$ cat config.mk
export PLATFORM = sky130hd
export DESIGN_NAME = bus_dma_arbiter_flat
export DESIGN_NICKNAME = d
export VERILOG_FILES = /design/src/rtl/bus_dma_arbiter_if.sv /design/src/rtl/bus_dma_arbiter.sv /design/src/flat_wrapper.sv
export SDC_FILE = /design/constraint.sdc
export NUM_CORES = 1
export LEC_CHECK = 0
export ABC_AREA = 0
export BUFFER_PORTS_ARGS = -buffer_cell sky130_fd_sc_hd__buf_4
export CELL_PAD_IN_SITES_DETAIL_PLACEMENT = 2
export CELL_PAD_IN_SITES_GLOBAL_PLACEMENT = 2
export CORE_ASPECT_RATIO = 1.4
export CORE_MARGIN = 2
export CORE_UTILIZATION = 20
export CTS_CLUSTER_SIZE = 20
export DETAILED_ROUTE_END_ITERATION = 12
export PLACE_DENSITY = 0.9
export SLEW_MARGIN = 20
export SYNTH_ARGS = -nofsm -noshare
export SYNTH_HDL_FRONTEND = slang
export SYNTH_SLANG_ARGS = --single-unit
$ cat constraint.sdc
create_clock -name clk -period 2.8 [get_ports clk]
set_input_delay 0.56 -clock clk [delete_from_list [all_inputs] [get_ports clk]]
set_output_delay 0.56 -clock clk [all_outputs]
set_load 0.1 [all_outputs]
$ cat src/rtl/bus_dma_arbiter_if.sv
// Shared cartridge-bus signal bundle for bus_dma_arbiter.
// The master modport is the arbiter side; the slave modport is the CPU/DMA/bus side.
interface bus_dma_arbiter_if;
  // Audio DMA
  logic        adma_req;
  logic [15:0] adma_addr;
  logic [2:0]  adma_bank;
  logic [7:0]  adma_data;
  logic        adma_valid;
  logic        adma_ovf;

  // Video DMA
  logic        vdma_req;
  logic [15:0] vdma_addr;
  logic [2:0]  vdma_bank;
  logic        vdma_gnt;
  logic [7:0]  vdma_data;

  // CPU
  logic [15:0] cpu_addr;
  logic [2:0]  cpu_bank;
  logic        cpu_rdy;

  // Cartridge bus
  logic [15:0] bus_addr;
  logic [2:0]  bus_bank;
  logic        bus_rd;
  logic [7:0]  bus_din;

  logic [1:0]  owner;

  modport master (
    input  adma_req, adma_addr, adma_bank,
    input  vdma_req, vdma_addr, vdma_bank,
    input  cpu_addr, cpu_bank,
    input  bus_din,
    output adma_data, adma_valid, adma_ovf,
    output vdma_gnt, vdma_data,
    output cpu_rdy,
    output bus_addr, bus_bank, bus_rd,
    output owner
  );

  modport slave (
    output adma_req, adma_addr, adma_bank,
    output vdma_req, vdma_addr, vdma_bank,
    output cpu_addr, cpu_bank,
    output bus_din,
    input  adma_data, adma_valid, adma_ovf,
    input  vdma_gnt, vdma_data,
    input  cpu_rdy,
    input  bus_addr, bus_bank, bus_rd,
    input  owner
  );
endinterface

$ cat src/rtl/bus_dma_arbiter.sv
// Cartridge-bus arbiter between CPU, audio DMA and video DMA.
// Define BUS_ARB_FAIR_SLOT_EN to enable VDMA burst limiting with a forced FAIR CPU slot.
module bus_dma_arbiter #(
  parameter int unsigned MAX_BURST = 8
) (
  input  logic              clk,
  input  logic              reset,
  input  logic              ce,
  bus_dma_arbiter_if.master bus
);

  if (MAX_BURST < 1 || MAX_BURST > 15) begin : g_bad_max_burst
    $error("bus_dma_arbiter: MAX_BURST must be in 1..15");
  end

  typedef enum logic [1:0] {
    ST_CPU  = 2'd0,
    ST_ADMA = 2'd1,
    ST_VDMA = 2'd2
`ifdef BUS_ARB_FAIR_SLOT_EN
    ,
    ST_FAIR = 2'd3
`endif
  } state_e;

  state_e      state_q, state_d;
  logic        adma_pend_q, adma_pend_d;
  logic        adma_ovf_q, adma_ovf_d;
  logic [7:0]  adma_data_q, adma_data_d;
  logic        adma_valid_q, adma_valid_d;
  logic [7:0]  vdma_data_q, vdma_data_d;
  logic        vdma_gnt_q, vdma_gnt_d;
  logic        vdma_ok;

`ifdef BUS_ARB_FAIR_SLOT_EN
  localparam logic [3:0] BurstMax = 4'(MAX_BURST);
  // Counts VDMA slots already granted in the current run, including the live one.
  logic [3:0]  burst_cnt_q, burst_cnt_d;
`endif

  // ---------------------------------------------------------------------------
  // Next-state and capture logic
  // ---------------------------------------------------------------------------
  always_comb begin
    state_d      = state_q;
    adma_pend_d  = adma_pend_q;
    adma_ovf_d   = adma_ovf_q;
    adma_data_d  = adma_data_q;
    adma_valid_d = 1'b0;
    vdma_data_d  = vdma_data_q;
    vdma_gnt_d   = 1'b0;
`ifdef BUS_ARB_FAIR_SLOT_EN
    burst_cnt_d  = burst_cnt_q;
    vdma_ok      = bus.vdma_req && (burst_cnt_q < BurstMax);
`else
    vdma_ok      = bus.vdma_req;
`endif

    if (ce) begin
      if (bus.adma_req && adma_pend_q) begin
        adma_ovf_d = 1'b1;
      end

      // Closing ADMA drops the pending flag; a request colliding with it is lost.
      if (state_q == ST_ADMA) begin
        adma_pend_d  = 1'b0;
        adma_data_d  = bus.bus_din;
        adma_valid_d = 1'b1;
      end else begin
        adma_pend_d  = adma_pend_q | bus.adma_req;
      end

      if (state_q == ST_VDMA) begin
        vdma_data_d = bus.bus_din;
        vdma_gnt_d  = 1'b1;
      end

      if (adma_pend_d) begin
        state_d = ST_ADMA;
      end else if (vdma_ok) begin
        state_d = ST_VDMA;
`ifdef BUS_ARB_FAIR_SLOT_EN
      end else if (bus.vdma_req) begin
        state_d = ST_FAIR;
`endif
      end else begin
        state_d = ST_CPU;
      end

`ifdef BUS_ARB_FAIR_SLOT_EN
      burst_cnt_d = (state_d == ST_VDMA) ? burst_cnt_q + 4'd1 : 4'd0;
`endif
    end
  end

  // ---------------------------------------------------------------------------
  // State registers
  // ---------------------------------------------------------------------------
  always_ff @(posedge clk) begin
    if (reset) begin
      state_q      <= ST_CPU;
      adma_pend_q  <= 1'b0;
      adma_ovf_q   <= 1'b0;
      adma_data_q  <= '0;
      adma_valid_q <= 1'b0;
      vdma_data_q  <= '0;
      vdma_gnt_q   <= 1'b0;
`ifdef BUS_ARB_FAIR_SLOT_EN
      burst_cnt_q  <= '0;
`endif
    end else begin
      state_q      <= state_d;
      adma_pend_q  <= adma_pend_d;
      adma_ovf_q   <= adma_ovf_d;
      adma_data_q  <= adma_data_d;
      adma_valid_q <= adma_valid_d;
      vdma_data_q  <= vdma_data_d;
      vdma_gnt_q   <= vdma_gnt_d;
`ifdef BUS_ARB_FAIR_SLOT_EN
      burst_cnt_q  <= burst_cnt_d;
`endif
    end
  end

  // ---------------------------------------------------------------------------
  // Bus steering from the registered owner
  // ---------------------------------------------------------------------------
  always_comb begin
    bus.bus_addr = bus.cpu_addr;
    bus.bus_bank = bus.cpu_bank;
    bus.bus_rd   = 1'b0;
    bus.cpu_rdy  = 1'b1;
    case (state_q)
      ST_ADMA: begin
        bus.bus_addr = bus.adma_addr;
        bus.bus_bank = bus.adma_bank;
        bus.bus_rd   = 1'b1;
        bus.cpu_rdy  = 1'b0;
      end
      ST_VDMA: begin
        bus.bus_addr = bus.vdma_addr;
        bus.bus_bank = bus.vdma_bank;
        bus.bus_rd   = 1'b1;
        bus.cpu_rdy  = 1'b0;
      end
      default: begin
        bus.bus_addr = bus.cpu_addr;
        bus.bus_bank = bus.cpu_bank;
        bus.bus_rd   = 1'b0;
        bus.cpu_rdy  = 1'b1;
      end
    endcase
  end

  assign bus.owner      = state_q;
  assign bus.adma_data  = adma_data_q;
  assign bus.adma_valid = adma_valid_q;
  assign bus.adma_ovf   = adma_ovf_q;
  assign bus.vdma_data  = vdma_data_q;
  assign bus.vdma_gnt   = vdma_gnt_q;

endmodule

$ cat src/flat_wrapper.sv
// flat-port wrapper written by rule: the top's interface ports become plain ports
module bus_dma_arbiter_flat 
#(
  parameter int unsigned MAX_BURST = 8
)
  (clk, reset, ce, bus_adma_req, bus_adma_addr, bus_adma_bank, bus_vdma_req, bus_vdma_addr, bus_vdma_bank, bus_cpu_addr, bus_cpu_bank, bus_bus_din, bus_adma_data, bus_adma_valid, bus_adma_ovf, bus_vdma_gnt, bus_vdma_data, bus_cpu_rdy, bus_bus_addr, bus_bus_bank, bus_bus_rd, bus_owner);
  bus_dma_arbiter_if bus_i ();
  input  logic clk;
  input  logic reset;
  input  logic ce;
  input wire logic [$bits(bus_i.adma_req)-1:0] bus_adma_req;
  input wire logic [$bits(bus_i.adma_addr)-1:0] bus_adma_addr;
  input wire logic [$bits(bus_i.adma_bank)-1:0] bus_adma_bank;
  input wire logic [$bits(bus_i.vdma_req)-1:0] bus_vdma_req;
  input wire logic [$bits(bus_i.vdma_addr)-1:0] bus_vdma_addr;
  input wire logic [$bits(bus_i.vdma_bank)-1:0] bus_vdma_bank;
  input wire logic [$bits(bus_i.cpu_addr)-1:0] bus_cpu_addr;
  input wire logic [$bits(bus_i.cpu_bank)-1:0] bus_cpu_bank;
  input wire logic [$bits(bus_i.bus_din)-1:0] bus_bus_din;
  output wire logic [$bits(bus_i.adma_data)-1:0] bus_adma_data;
  output wire logic [$bits(bus_i.adma_valid)-1:0] bus_adma_valid;
  output wire logic [$bits(bus_i.adma_ovf)-1:0] bus_adma_ovf;
  output wire logic [$bits(bus_i.vdma_gnt)-1:0] bus_vdma_gnt;
  output wire logic [$bits(bus_i.vdma_data)-1:0] bus_vdma_data;
  output wire logic [$bits(bus_i.cpu_rdy)-1:0] bus_cpu_rdy;
  output wire logic [$bits(bus_i.bus_addr)-1:0] bus_bus_addr;
  output wire logic [$bits(bus_i.bus_bank)-1:0] bus_bus_bank;
  output wire logic [$bits(bus_i.bus_rd)-1:0] bus_bus_rd;
  output wire logic [$bits(bus_i.owner)-1:0] bus_owner;
  assign bus_i.adma_req = bus_adma_req;
  assign bus_i.adma_addr = bus_adma_addr;
  assign bus_i.adma_bank = bus_adma_bank;
  assign bus_i.vdma_req = bus_vdma_req;
  assign bus_i.vdma_addr = bus_vdma_addr;
  assign bus_i.vdma_bank = bus_vdma_bank;
  assign bus_i.cpu_addr = bus_cpu_addr;
  assign bus_i.cpu_bank = bus_cpu_bank;
  assign bus_i.bus_din = bus_bus_din;
  assign bus_adma_data = bus_i.adma_data;
  assign bus_adma_valid = bus_i.adma_valid;
  assign bus_adma_ovf = bus_i.adma_ovf;
  assign bus_vdma_gnt = bus_i.vdma_gnt;
  assign bus_vdma_data = bus_i.vdma_data;
  assign bus_cpu_rdy = bus_i.cpu_rdy;
  assign bus_bus_addr = bus_i.bus_addr;
  assign bus_bus_bank = bus_i.bus_bank;
  assign bus_bus_rd = bus_i.bus_rd;
  assign bus_owner = bus_i.owner;
  bus_dma_arbiter #(.MAX_BURST(MAX_BURST)) u_core (.clk(clk), .reset(reset), .ce(ce), .bus(bus_i));
endmodule
==> results.md <==
- FF-to-FF setup slack: 1.22 ns
- Slew Limit Headroom: 57.3%
- Fmax: 0.384 GHz
- Overflow after GRT: 0
- IO Port Bufs: 111
- Largest area contributor in the netlist: dfxtp_1
- Ys Warns: 0
- Crit path required time: about 2.2 ns
- Synthesized cell area: 1310 sq um
- Net count after synthesis: 233
- Worst-Margin Slew: between 0.6 and 0.7 ns
- H-tree levels: 1
- Ranking of synthesized cells by area: dfxtp_1 (32%), a22oi_1 (11%), a21bo_2 (9.2%), o21ai_0 (6.5%), nand3_1 (6.1%)
- Core Box Area: about 6300 sq um
- Seq cells post-synth: 21
- Initial DRT Pass Iterations: 4
- CP peak stage delay: 0.69 ns
- Hold path cells: 2
- Worst EP arrival: 2.05 ns
- Crit path time final: between 2 and 3 ns
- CP Capture Type: output pin
- Power Density: 496 nW/um^2
- DRC Markers: 0
- Antenna-violating nets left: 0
- Leakage power: 1.03 nW
- Worst skew pair latency: 0.26 ns
- Sequential area share after synthesis: 32.0%
- Period utilization: 93.1%
- Hold Startpoint: u_core.bus.adma_ovf
- Final Hold Vio Count: 0
- # IOs: 112
- Share of synthesized registers carrying an async set or reset: 0%
- DR WL/cell: ~16 microns
- Worst hold endpoint: u_core.bus.adma_ovf
- Avg Cell Area, Syn: 8.15 sq um
- N_diodes: 0
- Antenna violations before repair: 0
- # Post-CTS Setup Buffers: 0
- Critical path's top delay family: adder cells
- WP buf/inv: 2
- Status: complete, no violations
- Total power: 1.15 mW
- RR Startpoint: u_core.bus.owner[0]
- Crit-path cells: inv_1, ha_4, nand2_1, o21ai_4, buf_4
- Die footprint: 7240 sq um
- CP Max Fanout: 40
- Largest net degree at the start of global routing: between 40 and 50
- Placed cells: 327
- Die width: 72.5 microns
- Min-delay worst type: reg2reg
- CTS Buffer Depth: 2
- Row count: 34
- Drt total wl: 5430 microns
- Reg2Reg Depth: 5
- Layout overhead on the synthesized area: 76.5%
- Setup_tns: 0 ns
- Min Hold Slack: between 0.5 and 0.6 ns
- Post-route setup slack: a little under 0.2 ns
- Max cap viols: 0
- Setup WS pre-CTS: approximately 0.32 ns
- Post-synth EDFFs: 0
- Core Util, Final: a little under two fifths
- Fraction of layout cells with a size suffix above 1: 60.2%
- Starting density of the core: 20.8%
- Setup CP Type: reg2out
- Die H: 99.9 microns
- Post-synth top area share: 32.0%
- Post-layout nets: 332
- Num CTS Buffers: 3
- Iter 0 DRT Violations: 39
- Mapped Cells: 161
- RSZ-0062 raised after global routing: false
- Post-synth top cells: dfxtp_1 (21), nand2_1 (21), a22oi_1 (19)
- Vias: 1638
- Clock sink count: 21
- Worst VDD drop: 0.298 mV
- Non-Filler Instances: around 330
- Detail-routed via count per cell: approximately 4.9
- Clock Root Buffer: clkbuf_8
- Hold buffer count at CTS: 0
- Vias in the first global route: 1719
- HPWL after DPL: just over 4000 microns
- Global-route wire length before repair: 8500 microns
- Synth Flop Type: dfxtp_1
- Pins Over Slew Limit: 0
- Critical Path Start Type: register
- Clock skew: 0.00547 ns
- Count of cell types in the netlist: 23
- CTS tree: built
- FF-to-FF End: u_core.bus.vdma_data[0]
- Clock-pin slew on the worst setup and hold paths: 0.08 ns
- CP max-delay cell: ha_4
- GRT Total Usage: between 10% and 20%
- Dpl cell area: 2270 sq um
- Setup violators final: 0
- Gpl congestion: 0.708
- Final instance area: 2320 sq um
- Cts repair resizes: 0
[tightest hold or removal path, cell delays in order (launching register included)]
cell and delay [ns]:
dfxtp_1 0.36, a31oi_1 0.06, nor2_1 0.10
[flip-flops by register name, indices dropped and copies added, names as in the netlist]
signal / flops
u_core.bus.vdma_data: 8
u_core.bus.adma_valid: 1
u_core.bus.adma_ovf: 1
u_core.bus.vdma_gnt: 1
u_core.bus.adma_data: 8
u_core.bus.owner: 2
[how the worst max path moves through the flow]
stage                             start          endpoint  slack, ns  cells after the start
floorplan           u_core.bus.owner[1]   bus_bus_addr[0]       0.09                      4
global placement    u_core.bus.owner[0]  bus_bus_addr[10]       0.36                      5
detailed placement  u_core.bus.owner[0]  bus_bus_addr[14]       0.32                      5
CTS                 u_core.bus.owner[0]  bus_bus_addr[14]       0.03                      5
global route        u_core.bus.owner[1]   bus_bus_addr[5]       0.05                      5
finish              u_core.bus.owner[1]   bus_bus_addr[5]       0.19                      5
[cell families after synthesis]
group / share of synthesized area, %
AO/OA/AOI/OAI: 39.8
AND/OR/NAND/NOR: 13.5
buffers and inverters: 11.9
flip-flops: 32.0
adder cells (fa/ha/maj): 1.91
multiplexers: 0.858
[final cells by class]
type,count,area [sq um]
multi-input combinational,118,897
tap,72,90.1
timing repair buffer,113,848
clock inverter,1,5.00
clock buffer,3,41.3
fill,728,3980
sequential,21,424
inverter,3,11.3
[per-layer routing]
| layer | up-vias | track usage [%] | routed length, microns |
|---|---|---|---|
| met3 | 10 | 2.81 | 438 |
| met2 | 74 | 27.9 | 2950 |
| met1 | 779 | 15.7 | 1910 |
| met5 | - | 0 | 0 |
| met4 | 0 | 5.27 | 140 |
| li1 | 775 | - | - |
[placed cells by master, fill, tap and decap left out, drive strengths merged]
cell	instances
inv	3
buf	113
o32ai	1
a21bo	16
dfxtp	21
ha	2
nand3b	1
nand2	21
a22oi	19
clkbuf	3
clkinv	1
a31oi	1
o21ai	19
nor2	3
a21oi	17
a311oi	1
nand3	16
mux2	1
[where the power goes]
part	total, mW	switching [mW]	leakage (nW)	internal (mW)
Combinational	0.634	0.461	0.830	0.172
Clock	0.203	0.104	0.0255	0.0993
Sequential	0.313	0.00636	0.171	0.307
Total	1.15	0.571	1.03	0.578
(Power assumes the default switching activity.)
